<file path="config.mk">
export PLATFORM = sky130hd
export DESIGN_NAME = seq_divider
export DESIGN_NICKNAME = d
export VERILOG_FILES = /design/src/rtl/div_pkg.sv /design/src/rtl/div_step.sv /design/src/rtl/seq_divider.sv
export SDC_FILE = /design/constraint.sdc
export NUM_CORES = 1
export LEC_CHECK = 0
export BUFFER_PORTS_ARGS = -buffer_cell sky130_fd_sc_hd__buf_2
export CORE_ASPECT_RATIO = 0.9
export CORE_MARGIN = 4
export CORE_UTILIZATION = 45
export DETAILED_ROUTE_END_ITERATION = 10
export GPL_TIMING_DRIVEN = 0
export PLACE_DENSITY_LB_ADDON = 0.08
export SLEW_MARGIN = 20
export SYNTH_ARGS = -nofsm -noshare
export SYNTH_HDL_FRONTEND = slang
export SYNTH_SLANG_ARGS = --single-unit
</file>
<file path="constraint.sdc">
create_clock -name clk -period 37.5 [get_ports clk]
set_clock_uncertainty 0.2 [all_clocks]
set_input_delay 5.625 -clock clk [delete_from_list [all_inputs] [get_ports clk]]
set_output_delay 5.625 -clock clk [all_outputs]
set_load 0.05 [all_outputs]
</file>
<file path="src/rtl/div_pkg.sv">
// Shared constants for the sequential unsigned divider: FSM state encoding,
// default operand width and the divide-by-zero quotient pattern.
package div_pkg;

    localparam int DIV_WIDTH = 32;

    localparam logic [1:0] IDLE = 2'd0;
    localparam logic [1:0] RUN  = 2'd1;
    localparam logic [1:0] DONE = 2'd2;

    // Quotient reported when the divisor is zero (all ones, RISC-V DIVU semantics).
    localparam logic [DIV_WIDTH-1:0] DIV_ZERO_Q = '1;

endpackage

</file>
<file path="src/rtl/div_step.sv">
// One restoring-division step: trial subtraction of the divisor from the
// shifted partial remainder, computed WIDTH+1 bits wide as a + ~b + 1 on a
// ripple-carry adder. A non-negative trial yields quotient bit 1 and the
// difference as the new remainder; otherwise the shifted value is restored.
module div_step
    import div_pkg::*;
#(
    parameter int WIDTH = DIV_WIDTH
) (
    input  logic [WIDTH:0]   shifted,
    input  logic [WIDTH-1:0] d,
    output logic [WIDTH-1:0] next_r,
    output logic             q_bit
);

    logic [WIDTH:0] b_inv;
    logic [WIDTH:0] diff;
    logic [WIDTH:0] carry;

    assign b_inv    = ~{1'b0, d};
    assign carry[0] = 1'b1;

    genvar gi;
    generate
        for (gi = 0; gi <= WIDTH; gi++) begin : g_add
            assign diff[gi] = shifted[gi] ^ b_inv[gi] ^ carry[gi];
            // The carry out of the top bit is not needed: the sign lives in diff[WIDTH].
            if (gi < WIDTH) begin : g_carry
                assign carry[gi+1] = (shifted[gi] & b_inv[gi])
                                   | (carry[gi] & (shifted[gi] ^ b_inv[gi]));
            end
        end
    endgenerate

    // Partial remainder is always below the divisor, so the trial result is
    // negative exactly when its top bit is set.
    assign q_bit  = ~diff[WIDTH];
    assign next_r = q_bit ? diff[WIDTH-1:0] : shifted[WIDTH-1:0];

endmodule

</file>
<file path="src/rtl/seq_divider.sv">
// Multi-cycle unsigned restoring divider for DIVU/REMU. Accepts one operand
// pair on a valid/ready handshake, produces one quotient bit per cycle and
// holds quotient/remainder until the consumer takes them.
module seq_divider
    import div_pkg::*;
#(
    parameter int WIDTH = DIV_WIDTH,
    parameter int CNT_W = 6
) (
    input  logic             clk,
    input  logic             rstn,
    input  logic             in_valid,
    output logic             in_ready,
    input  logic [WIDTH-1:0] dividend,
    input  logic [WIDTH-1:0] divisor,
    output logic             out_valid,
    input  logic             out_ready,
    output logic [WIDTH-1:0] quotient,
    output logic [WIDTH-1:0] remainder,
    output logic             div_zero,
    output logic             busy
);

    localparam logic [CNT_W-1:0] LAST_CNT = CNT_W'(WIDTH - 1);
    // All-ones at whatever WIDTH this instance uses.
    localparam logic [WIDTH-1:0] ZERO_Q   = {WIDTH{DIV_ZERO_Q[0]}};

    logic [1:0]       state_reg;
    logic [CNT_W-1:0] cnt_reg;
    logic [WIDTH-1:0] r_reg;
    logic [WIDTH-1:0] q_reg;
    logic [WIDTH-1:0] d_reg;
    logic [WIDTH-1:0] quotient_reg;
    logic [WIDTH-1:0] remainder_reg;
    logic             div_zero_reg;

    logic [WIDTH-1:0] r_next;
    logic [WIDTH-1:0] q_next;
    logic             q_bit;

    div_step #(
        .WIDTH(WIDTH)
    ) u_step (
        .shifted(({r_reg, q_reg[WIDTH-1]})),
        .d      (d_reg),
        .next_r (r_next),
        .q_bit  (q_bit)
    );

    assign q_next = {q_reg[WIDTH-2:0], q_bit};

    // FSM, iteration counter, working registers and result registers.
    always_ff @(posedge clk or negedge rstn) begin
        if (!rstn) begin
            state_reg     <= IDLE;
            cnt_reg       <= '0;
            r_reg         <= '0;
            q_reg         <= '0;
            d_reg         <= '0;
            quotient_reg  <= '0;
            remainder_reg <= '0;
            div_zero_reg  <= 1'b0;
        end else begin
            case (state_reg)
                IDLE: begin
                    if (in_valid) begin
                        q_reg   <= dividend;
                        d_reg   <= divisor;
                        r_reg   <= '0;
                        cnt_reg <= '0;
                        if (divisor == '0) begin
                            // Divide-by-zero skips iteration entirely.
                            quotient_reg  <= ZERO_Q;
                            remainder_reg <= dividend;
                            div_zero_reg  <= 1'b1;
                            state_reg     <= DONE;
                        end else begin
                            state_reg <= RUN;
                        end
                    end
                end
                RUN: begin
                    r_reg   <= r_next;
                    q_reg   <= q_next;
                    cnt_reg <= cnt_reg + 1'b1;
                    if (cnt_reg == LAST_CNT) begin
                        quotient_reg  <= q_next;
                        remainder_reg <= r_next;
                        div_zero_reg  <= 1'b0;
                        state_reg     <= DONE;
                    end
                end
                DONE: begin
                    if (out_ready) begin
                        state_reg <= IDLE;
                    end
                end
                default: state_reg <= IDLE;
            endcase
        end
    end

    assign in_ready  = (state_reg == IDLE);
    assign out_valid = (state_reg == DONE);
    assign busy      = (state_reg != IDLE);
    assign quotient  = quotient_reg;
    assign remainder = remainder_reg;
    assign div_zero  = div_zero_reg;

endmodule

</file>
==> Yosys cells after proc, flatten, opt, wreduce, memory -nomap -nowiden <==
Index checks and enable logic that the tools add are counted.
{ "totals": {"regBits": 169, "in_bits": 68, "elab_cells": 211, "output_inout_bits": 68} }
{ "op_classes": {"n_mux": 24, "bitwise": 163, "n_eq_ne": 7, "add_sub_neg": 1, "reduce_logical": 8} }
{ "ops": {"columns": ["cell", "n"], "rows": [
  ["32-bit two-way mux", 9],
  ["32-bit case mux with 2 select lines", 4],
  ["1-bit bitwise XOR", 65],
  ["1-bit bitwise AND", 63],
  ["32-bit inverter with 33-bit output", 1],
  ["32-bit zero test", 1],
  ["1-bit bitwise OR", 32],
  ["6-bit case mux with 2 select lines", 1],
  ["2-bit two-way mux", 4],
  ["6-bit by 1-bit adder with 6-bit output (second input constant)", 1],
  ["6-bit by 5-bit == test with 1-bit output (second input constant)", 1],
  ["6-bit two-way mux", 1],
  ["2-bit case mux with 3 select lines", 1],
  ["2-bit by 1-bit != test with 1-bit output (second input constant)", 2],
  ["2-bit != test (second input constant)", 2],
  ["2-bit AND reduction", 2],
  ["4-bit AND reduction", 1],
  ["2-bit nonzero test", 2],
  ["1-bit two-way mux", 3],
  ["3-bit AND reduction", 1],
  ["2-bit by 1-bit == test with 1-bit output (second input constant)", 1],
  ["2-bit == test (second input constant)", 1],
  ["2-bit zero test", 1],
  ["1-bit inverter", 2],
  ["1-bit case mux with 2 select lines", 1]
]} }

==> Longest topological paths before layout <==
Gate-level depths: netlist (run 1).
{ "logic_depth": {"word_depth": 69, "depth_mapped": 42, "mapped_depth_nobuf": 41} }

==> Modules after synthesis <==
Synthesis (run 1) repeated with hierarchy kept, for this count alone.
{ "unflattened": {"hier_cells": 692, "area_unflattened_um2": 7972.6} }
{ "by_module_without_submodules": {"columns": ["module", "instances", "area_each_um2", "cells_each", "seq_area_each_um2"], "rows": [
  ["seq_divider", 1, 6814.0, 589, 4229.1],
  ["div_step", 1, 1158.6, 103, 0.0]
]} }

==> Worst setup path before layout (run 1) <==
No wires, ideal clock.
{ "synth_timing": {"path_kind": "register -> register", "start": "register q_reg[31]", "end": "register remainder_reg[10], in the netlist remainder[10]", "t_arrival_ps": 13362, "path_buffers": 1, "period_less_slack_ps": 13687, "required_ps": 37175, "path_stages_with_launch": 42, "setup_time_ps": 125, "setup_slack_ps": 23813, "cell_sequence": "dfrtp_1 > inv_1 > ha_1 > inv_1 > fa_1 > fa_1 > fa_1 > fa_1 > fa_1 > fa_1 > fa_1 > fa_1 > fa_1 > fa_1 > fa_1 > fa_1 > fa_1 > fa_1 > (+6 left out) > fa_1 > fa_1 > fa_1 > fa_1 > fa_1 > fa_1 > fa_1 > fa_1 > inv_1 > fa_1 > inv_1 > fa_1 > fa_1 > xnor2_4 > buf_4 > mux2i_1 > o21ai_0 > mux2_2"} }
{ "synth_between": {"elab_chain_cells": 68, "word_cells_on_any_way": 70, "cone_classes": "mux (3); bitwise (67)"} }
{ "synth_lines": {"columns": ["element", "line", "text"], "rows": [
  ["start, declared", "seq_divider.sv:31", "logic [WIDTH-1:0] q_reg;"],
  ["start signal, assigned", "seq_divider.sv:67", "q_reg <= dividend;"],
  ["start signal, assigned", "seq_divider.sv:84", "q_reg <= q_next;"],
  ["1-bit bitwise AND or 1-bit bitwise XOR (tied branches)", "div_step.sv:29, div_step.sv:30", null],
  ["1-bit bitwise OR *", "div_step.sv:30", "| (carry[gi] & (shifted[gi] ^ b_inv[gi]));"],
  ["1-bit bitwise AND *", "div_step.sv:30", null],
  ["1-bit bitwise OR *", "div_step.sv:30", null],
  ["1-bit bitwise AND *", "div_step.sv:30", null],
  ["1-bit bitwise OR *", "div_step.sv:30", null],
  ["1-bit bitwise AND *", "div_step.sv:30", null],
  ["1-bit bitwise OR *", "div_step.sv:30", null],
  ["(+52 left out)", null, null],
  ["1-bit bitwise AND", "div_step.sv:30", null],
  ["1-bit bitwise OR", "div_step.sv:30", null],
  ["1-bit bitwise AND", "div_step.sv:30", null],
  ["1-bit bitwise OR", "div_step.sv:30", null],
  ["1-bit bitwise XOR", "div_step.sv:26", "assign diff[gi] = shifted[gi] ^ b_inv[gi] ^ carry[gi];"],
  ["32-bit two-way mux *", "div_step.sv:38", "assign next_r = q_bit ? diff[WIDTH-1:0] : shifted[WIDTH-1:0];"],
  ["32-bit two-way mux *", "seq_divider.sv:86", "if (cnt_reg == LAST_CNT) begin"],
  ["32-bit case mux with 2 select lines *", "seq_divider.sv:64", "case (state_reg)"],
  ["end signal, assigned", "seq_divider.sv:74", "remainder_reg <= dividend;"],
  ["end signal, assigned", "seq_divider.sv:88", "remainder_reg <= r_next;"],
  ["end, declared", "seq_divider.sv:34", "logic [WIDTH-1:0] remainder_reg;"]
]} }
Every way passes the cells marked *; elsewhere a longest branch is shown, timed or not. The select of a mux whose other input is x is not followed.
A chain may end at the register's enable or synchronous reset.

==> Final worst setup path (run 1) <==
{ "layout_timing": {"start": "register q_reg[31]", "end": "register remainder_reg[13], in the netlist remainder[13]"} }
{ "layout_between": {"elab_chain_cells": 68, "word_cells_on_any_way": 70, "cone_classes": "mux (3); bitwise (67)"} }
{ "layout_lines": {"columns": ["element", "line"], "rows": [
  ["1-bit bitwise AND or 1-bit bitwise XOR (tied branches)", "div_step.sv:29, div_step.sv:30"],
  ["1-bit bitwise OR *", "div_step.sv:30"],
  ["1-bit bitwise AND *", "div_step.sv:30"],
  ["1-bit bitwise OR *", "div_step.sv:30"],
  ["1-bit bitwise AND *", "div_step.sv:30"],
  ["1-bit bitwise OR *", "div_step.sv:30"],
  ["1-bit bitwise AND *", "div_step.sv:30"],
  ["1-bit bitwise OR *", "div_step.sv:30"],
  ["(+52 left out)", null],
  ["1-bit bitwise AND", "div_step.sv:30"],
  ["1-bit bitwise OR", "div_step.sv:30"],
  ["1-bit bitwise AND", "div_step.sv:30"],
  ["1-bit bitwise OR", "div_step.sv:30"],
  ["1-bit bitwise XOR", "div_step.sv:26"],
  ["32-bit two-way mux *", "div_step.sv:38"],
  ["32-bit two-way mux *", "seq_divider.sv:86"],
  ["32-bit case mux with 2 select lines *", "seq_divider.sv:64"]
]} }
Marks and branches as above.

==> flow_metrics.env, run 1 <==
export IMPL_synth_seq_area_share=0.537
export IMPL_start_util=0.463
export IMPL_layoutNonFillerInstCount=1121
export IMPL_vias=5973
export IMPL_synth_warning_count=0
export IMPL_yosysTopAreaCell="dfrtp_1"
export IMPL_r2r_start="q_reg[31]"
export IMPL_clockBufferDepth=2
export IMPL_clkSinkCount=169
export IMPL_die_w_um=147
export IMPL_grt_pass1_vias=6174
export IMPL_die_area_um2=19700
export IMPL_viasPerCell=5.33
export IMPL_synth_edf_count=0
export IMPL_grt_first_pass_wirelength_mm=33.1
export IMPL_drt_initial_drc_count=428
export IMPL_postCtsResizedCells=0
export IMPL_antenna_found_initial=0
export IMPL_dpl_cell_area_um2=8880
export IMPL_critPathBufInv=5
export IMPL_min_to="quotient[15]"
export IMPL_totalWireLength_mm=20.4
export IMPL_synth_area_leaders="dfrtp_1 (54%), fa_1 (7.9%), nand2_1 (6.3%)"
export IMPL_layout_common_cells="dfrtp_1 (169), buf_2 (136), nand2_1 (132)"
export IMPL_synth_cells=719
export IMPL_fin_nets=975
export IMPL_r2r_cells=41
export IMPL_cp_required_ns=37.62
export IMPL_hp_start="quotient[15]"
export IMPL_grt_max_degree=95
export IMPL_syn_to_final_growth_pct=20.6
export IMPL_min_path_cells=1
export IMPL_critPathMaxFanout=10
export IMPL_critPathLaunchType="flop"
export IMPL_wl_per_cell_um=18.2
export IMPL_ctsHoldBuffers=0
export IMPL_synth_fp_nets=820
export IMPL_gp_congestion=0.923
export IMPL_highest_layer="met4"
export IMPL_syn_area_um2=7880
export IMPL_drive_above_1_share=0.253
export IMPL_status="finished, final reports clean"
export IMPL_clock_latency_ns=0.43
export IMPL_cpMostUsedCell="fa_1"
export IMPL_crit_type="flop to flop"
export IMPL_m1WireLength_mm=9.31
export IMPL_io_pins=136
export IMPL_h_tree_depth=4
export IMPL_synth_top_cell_area_share=0.537
export IMPL_synth_distinct_cells=40
export IMPL_final_common_cell="dfrtp_1"
export IMPL_path_delay_family="adder cells"
export IMPL_synthArstFlopShare=1.00
export IMPL_critical_path_max_stage_delay_ns=0.47
export IMPL_worst_pin_slew_ns=0.768
export IMPL_finalHoldViolCount=0
export IMPL_slowest_stage="fa_1"
export IMPL_slew_viol_final=0
export IMPL_core_um2=17000
export IMPL_drc=0
export IMPL_cts_root_buf="clkbuf_16"
export IMPL_setup_tns_final_ns=0
export IMPL_synth_seq_cells=169
export IMPL_post_cts_setup_buffer_count=0
export IMPL_period_needed_ns=14.77
export IMPL_portBuffers=135
export IMPL_synth_ff_type="dfrtp_1"
export IMPL_setup_viol=0
export IMPL_hp_class="flop to flop"
export IMPL_final_area_um2=9500
export IMPL_cts_tree="done"
export IMPL_cp_arrival_ns=14.88
export IMPL_grt_ovfl_total=0
export IMPL_cts_buffers_inserted=17
export IMPL_timing_final_crit_share=0.394
export IMPL_dr_wl_met3_mm=1.09
export IMPL_die_h_um=134
export IMPL_r2r_end="remainder[13]"
export IMPL_antenna_cells=0
export IMPL_cap_violations=0
export IMPL_ant_nets=0
export IMPL_cp_end_kind="flop"
export IMPL_maxSlewHeadroom=0.485
export IMPL_r2r_setup_slack_ns=22.73
export IMPL_fmax_ghz=0.0677
export IMPL_clk_transition_reported_paths_ns=0.06
export IMPL_final_util=0.559
export IMPL_dp_cells=1090
export IMPL_grt_usage=0.215
export IMPL_placementRows=45
export IMPL_first_pass_iters=5
export IMPL_rsz0062_at_grt="false"
export IMPL_hpwl_mm=14.8
export IMPL_route_met2_wl_mm=9.56
export IMPL_avgSynthCellArea_um2=11.0
-- layer usage --
| metal | vias to the layer above | GRT usage |
|---|---|---|
| met2 | 175 | 0.341 |
| met5 | - | 0 |
| met3 | 35 | 0.0480 |
| li1 | 2763 | - |
| met1 | 3000 | 0.297 |
| met4 | 0 | 0.0709 |
-- cell type report --
type	instances	area (um2)
clock inverter	11	171
timing repair buffer	136	713
clock buffer	20	447
buffer	46	282
inverter	39	146
tap	235	294
sequential	169	4230
multi-input combinational	465	3220
fill	1536	7500
-- per-stage QoR --
step / worst slack (ns) / hold WS (ns)
6_report: 22.73 / 0.282
5_1_grt: 22.17 / 0.300
4_1_cts: 22.72 / 0.285
3_5_place_dp: 22.78 / 0.272
3_3_place_gp: 22.94 / 0.264
2_1_floorplan: 23.81 / 0.279
-- kinds of logic after synthesis --
group / Yosys count / share of synthesized area
simple gates: 193 / 0.0998
compound gates: 172 / 0.132
flops: 169 / 0.537
buf+inv: 85 / 0.0543
mux: 64 / 0.0891
fa+ha+maj: 33 / 0.0820
xor+xnor: 3 / 0.00572
-- cell usage after synthesis (all sizes together), types with 2 or more instances --
library cell and count:
dfrtp 169, nand2 132, o21ai 97, inv 39
nor2 39, mux2 34, a31oi 32, o22a 32
fa 31, mux2i 30, clkbuf 25, buf 21
nor4 8, a21oi 5, nand4 3, ha 2
nor2b 2, nor3 2, xor2 2
-- how the worst max path moves through the flow --
stage	from	to	slack, ns	cells past startpoint
2_1_floorplan	q_reg[31]	remainder[10]	23.81	41
3_3_place_gp	q_reg[31]	remainder[22]	22.94	41
3_5_place_dp	q_reg[31]	remainder[13]	22.78	41
4_1_cts	q_reg[31]	remainder[13]	22.72	41
5_1_grt	q_reg[31]	remainder[13]	22.17	41
6_report	q_reg[31]	remainder[13]	22.73	41
Power of run 1 is left out: the tool's default activity adds up to more than one toggle a clock period on the data nets, which glitch-free logic cannot reach.
==> run 2: changes to the inputs <==
==> constraint.sdc (replaced) <==
create_clock -name clk -period 12 [get_ports clk]
set_clock_uncertainty 0.2 [all_clocks]
set_input_delay 1.8 -clock clk [delete_from_list [all_inputs] [get_ports clk]]
set_output_delay 1.8 -clock clk [all_outputs]
set_load 0.05 [all_outputs]
==> flow_metrics.env, run 2 (synthesis results as in run 1) <==
export IMPL_final_setup_worst_slack_ns=-1.04
export IMPL_clkSinkCount=169
export IMPL_worstSetupEndpoint="remainder[10]"
export IMPL_core_um2=17000
export IMPL_violations="negative setup slack"
export IMPL_worst_pin_slew_ns=0.792
export IMPL_drive_above_1_share=0.342
export IMPL_cts_tree="done"
export IMPL_cp_required_ns=12.12
export IMPL_ant_nets=0
export IMPL_clockBufferDepth=2
export IMPL_first_pass_iters=5
export IMPL_setup_viol=66
export IMPL_wl_per_cell_um=18.7
export IMPL_fmax_ghz=0.0767
export IMPL_ctsHoldBuffers=0
export IMPL_grt_pass1_vias=6075
export IMPL_setup_tns_final_ns=-56.69
export IMPL_placementRows=45
export IMPL_die_w_um=147
export IMPL_timing_final_crit_share=1.09
export IMPL_gp_congestion=0.811
export IMPL_grt_usage=0.222
export IMPL_antenna_cells=0
export IMPL_final_util=0.601
export IMPL_totalWireLength_mm=21.3
export IMPL_fin_nets=994
export IMPL_die_area_um2=19700
export IMPL_r2r_start="q_reg[31]"
export IMPL_clock_latency_ns=0.44
export IMPL_cpMostUsedCell="fa_2"
export IMPL_status="finished, violations left"
export IMPL_drc=0
export IMPL_critPathMaxFanout=5
export IMPL_dp_cells=1091
export IMPL_drt_initial_drc_count=509
export IMPL_grt_max_degree=81
export IMPL_critical_path_max_stage_delay_ns=0.40
export IMPL_maxSlewHeadroom=0.468
export IMPL_h_tree_depth=4
export IMPL_rsz0062_at_grt="true"
export IMPL_antenna_found_initial=0
export IMPL_finalHoldViolCount=0
export IMPL_grt_first_pass_wirelength_mm=33.8
export IMPL_clk_transition_reported_paths_ns=0.07
export IMPL_slew_viol_final=0
export IMPL_start_util=0.463
export IMPL_cts_root_buf="clkbuf_16"
export IMPL_viasPerCell=5.33
export IMPL_layoutNonFillerInstCount=1141
export IMPL_final_common_cell="dfrtp_1"
export IMPL_cap_violations=0
export IMPL_r2r_cells=42
export IMPL_timing_hold_ws_ns=0.283
export IMPL_syn_to_final_growth_pct=29.9
export IMPL_hpwl_mm=15.4
export IMPL_cts_buffers_inserted=17
export IMPL_vias=6080
export IMPL_die_h_um=134
export IMPL_grt_ovfl_total=0
export IMPL_cp_end_kind="flop"
export IMPL_portBuffers=135
export IMPL_crit_type="flop to flop"
export IMPL_slowest_stage="dfrtp_1"
export IMPL_cp_arrival_ns=13.16
export IMPL_hp_class="flop to flop"
export IMPL_r2r_setup_slack_ns=-1.04
export IMPL_period_needed_ns=13.04
export IMPL_layout_common_cells="dfrtp_1 (169), buf_2 (136), nand2_1 (132)"
export IMPL_critPathLaunchType="flop"
export IMPL_crit_start="q_reg[31]"
export IMPL_r2r_end="remainder[10]"
export IMPL_io_pins=136
[run 2: how the worst min path moves through the flow]
| stage | slack, ns | endpoint | start | depth (start not counted) |
|---|---|---|---|---|
| floorplan | 0.28 | state_reg[0] | state_reg[1] | 1 |
| global placement | 0.27 | quotient[20] | quotient[20] | 1 |
| detailed placement | 0.28 | quotient[25] | quotient[25] | 1 |
| CTS | 0.29 | quotient[25] | quotient[25] | 1 |
| global route | 0.30 | quotient[22] | quotient[22] | 1 |
| finish | 0.28 | quotient[25] | quotient[25] | 1 |
[run 2: routing by layer]
| layer | vias to the layer above | GRT usage | share of wire |
|---|---|---|---|
| li1 | 2820 | - | - |
| met1 | 3060 | 0.335 | 0.47 |
| met2 | 186 | 0.326 | 0.47 |
| met3 | 14 | 0.0565 | 0.056 |
| met4 | 0 | 0.0512 | 0.0077 |
| met5 | - | 0 | 0 |
[run 2: per-stage QoR]
stage	cell area [um2]	setup slack, ns
after floorplan	7960	-0.512
after global placement	8930	-1.29
after detailed placement	9000	-1.36
after CTS	9910	-1.00
after global routing	10200	-1.33
final	10200	-1.04
[run 2: what timing repair did]
action	4_1_cts	5_1_grt
cloned	1	1
buffers inserted	8	11
endpoints found under the setup margin	66	66
resized for setup	48	71
pin swaps	1	2
[run 2: final cells by class]
| type | instances | area [um2] |
|---|---|---|
| plain buffers | 44 | 279 |
| inverters | 39 | 146 |
| fillers | 1451 | 6780 |
| clock inverters | 14 | 159 |
| repair buffers | 157 | 976 |
| flip-flops and latches | 169 | 4230 |
| clock buffers | 18 | 429 |
| well taps | 235 | 294 |
| multi-input cells | 465 | 3710 |
[run 2: worst max-delay path: cells and delay by family (launching register included)]
family | cells | cell delay [ns]
multiplexers | 2 | 0.55
buffers and inverters | 6 | 0.57
XOR/XNOR | 1 | 0.24
adder cells (fa/ha/maj) | 32 | 10.87
AO/OA/AOI/OAI | 1 | 0.09
flip-flops | 1 | 0.40
Power of run 2 is left out for the same reason.
==> run 3: changes to the inputs <==
--- a/config.mk
+++ b/config.mk
@@ -16,3 +16,4 @@
 export SYNTH_ARGS = -nofsm -noshare
 export SYNTH_HDL_FRONTEND = slang
 export SYNTH_SLANG_ARGS = --single-unit
+export TNS_END_PERCENT = 1
==> flow_metrics.env, run 3 (synthesis results as in run 1) <==
export IMPL_cp_required_ns=12.11
export IMPL_hpwl_mm=15.1
export IMPL_placementRows=45
export IMPL_core_um2=17000
export IMPL_layout_common_cells="dfrtp_1 (169), buf_2 (136), nand2_1 (132)"
export IMPL_period_needed_ns=13.00
export IMPL_clkSinkCount=169
export IMPL_crit_type="flop to flop"
export IMPL_portBuffers=135
export IMPL_cts_root_buf="clkbuf_16"
export IMPL_die_area_um2=19700
export IMPL_first_pass_iters=7
export IMPL_setup_viol=66
export IMPL_violations="negative setup slack"
export IMPL_grt_pass1_vias=6312
export IMPL_viasPerCell=5.33
export IMPL_grt_ovfl_total=0
export IMPL_gp_congestion=0.823
export IMPL_antenna_cells=0
export IMPL_maxSlewHeadroom=0.502
export IMPL_clockBufferDepth=2
export IMPL_cts_buffers_inserted=17
export IMPL_fin_nets=980
export IMPL_h_tree_depth=4
export IMPL_layoutNonFillerInstCount=1127
export IMPL_critPathLaunchType="flop"
export IMPL_drive_above_1_share=0.321
export IMPL_slowest_stage="fa_2"
export IMPL_final_util=0.579
export IMPL_drc=0
export IMPL_grt_first_pass_wirelength_mm=34.1
export IMPL_io_pins=136
export IMPL_timing_hold_ws_ns=0.281
export IMPL_syn_to_final_growth_pct=25.1
export IMPL_clk_transition_reported_paths_ns=0.06
export IMPL_cap_violations=0
export IMPL_grt_usage=0.222
export IMPL_finalHoldViolCount=0
export IMPL_die_w_um=147
export IMPL_grt_max_degree=99
export IMPL_pre_cts_slack_ns=-1.26
export IMPL_cp_arrival_ns=13.11
export IMPL_vias=6002
export IMPL_critical_path_max_stage_delay_ns=0.40
export IMPL_cp_end_kind="flop"
export IMPL_cts_tree="done"
export IMPL_fmax_ghz=0.0769
export IMPL_worst_pin_slew_ns=0.747
export IMPL_status="finished, violations left"
export IMPL_rsz0062_at_grt="true"
export IMPL_slew_viol_final=0
export IMPL_clock_latency_ns=0.43
export IMPL_final_setup_worst_slack_ns=-0.999
export IMPL_die_h_um=134
export IMPL_ant_nets=0
export IMPL_final_common_cell="dfrtp_1"
export IMPL_hp_class="flop to flop"
export IMPL_wl_per_cell_um=18.8
export IMPL_start_util=0.463
export IMPL_drt_initial_drc_count=465
export IMPL_dp_cells=1090
export IMPL_antenna_found_initial=0
export IMPL_timing_final_crit_share=1.08
export IMPL_totalWireLength_mm=21.2
export IMPL_critPathMaxFanout=10
export IMPL_cpMostUsedCell="fa_2"
-- run 3: repair_timing --
item	CTS	global route
setup endpoints to repair	66	66
pin swaps	2	0
gates resized for setup	36	17
cloned	0	0
setup buffers	5	0
hold buffers	0	0
-- run 3: metrics by stage --
step	area (um2)	TNS [ns]
6_report	9850	-55.27
5_1_grt	9850	-76.59
4_1_cts	9780	-54.73
3_5_place_dp	8970	-68.51
3_3_place_gp	8930	-64.19
2_1_floorplan	7960	-24.82
-- run 3: worst paths after layout --
check                        startpoint       endpoint  slack (ns)  depth (start not counted)
max                           q_reg[31]  remainder[21]        -1.0                         42
min                        quotient[21]   quotient[21]        0.28                          1
max reg2reg                   q_reg[31]  remainder[21]        -1.0                         42
min reg2reg                quotient[21]   quotient[21]        0.28                          1
max in group asynchronous          rstn     cnt_reg[0]        9.57                          2
min in group asynchronous          rstn   quotient[16]        1.12                          1
-- run 3: per-layer routing --
| metal | vias up | track usage | wire length [um] | share of wire |
|---|---|---|---|---|
| met5 | - | 0 | 0 | 0 |
| met3 | 18 | 0.0507 | 1290 | 0.061 |
| li1 | 2771 | - | - | - |
| met4 | 0 | 0.0678 | 228 | 0.011 |
| met1 | 3035 | 0.318 | 9960 | 0.47 |
| met2 | 178 | 0.339 | 9760 | 0.46 |
-- run 3: worst max-delay path: cells and delay by family, from the launching register on --
kind	cells	cell delay (ns)
buffers and inverters	6	0.55
AO/OA/AOI/OAI	1	0.09
multiplexers	2	0.54
XOR/XNOR	1	0.17
adder cells (fa/ha/maj)	32	10.93
flip-flops	1	0.39
-- run 3: area by class of cell --
class,instances,area [um2]
repair buffers,141,767
well taps,235,294
clock buffers,20,467
fillers,1516,7150
clock inverters,12,163
multi-input cells,465,3470
flip-flops and latches,169,4230
plain buffers,46,314
inverters,39,146
Power of run 3 is left out for the same reason.
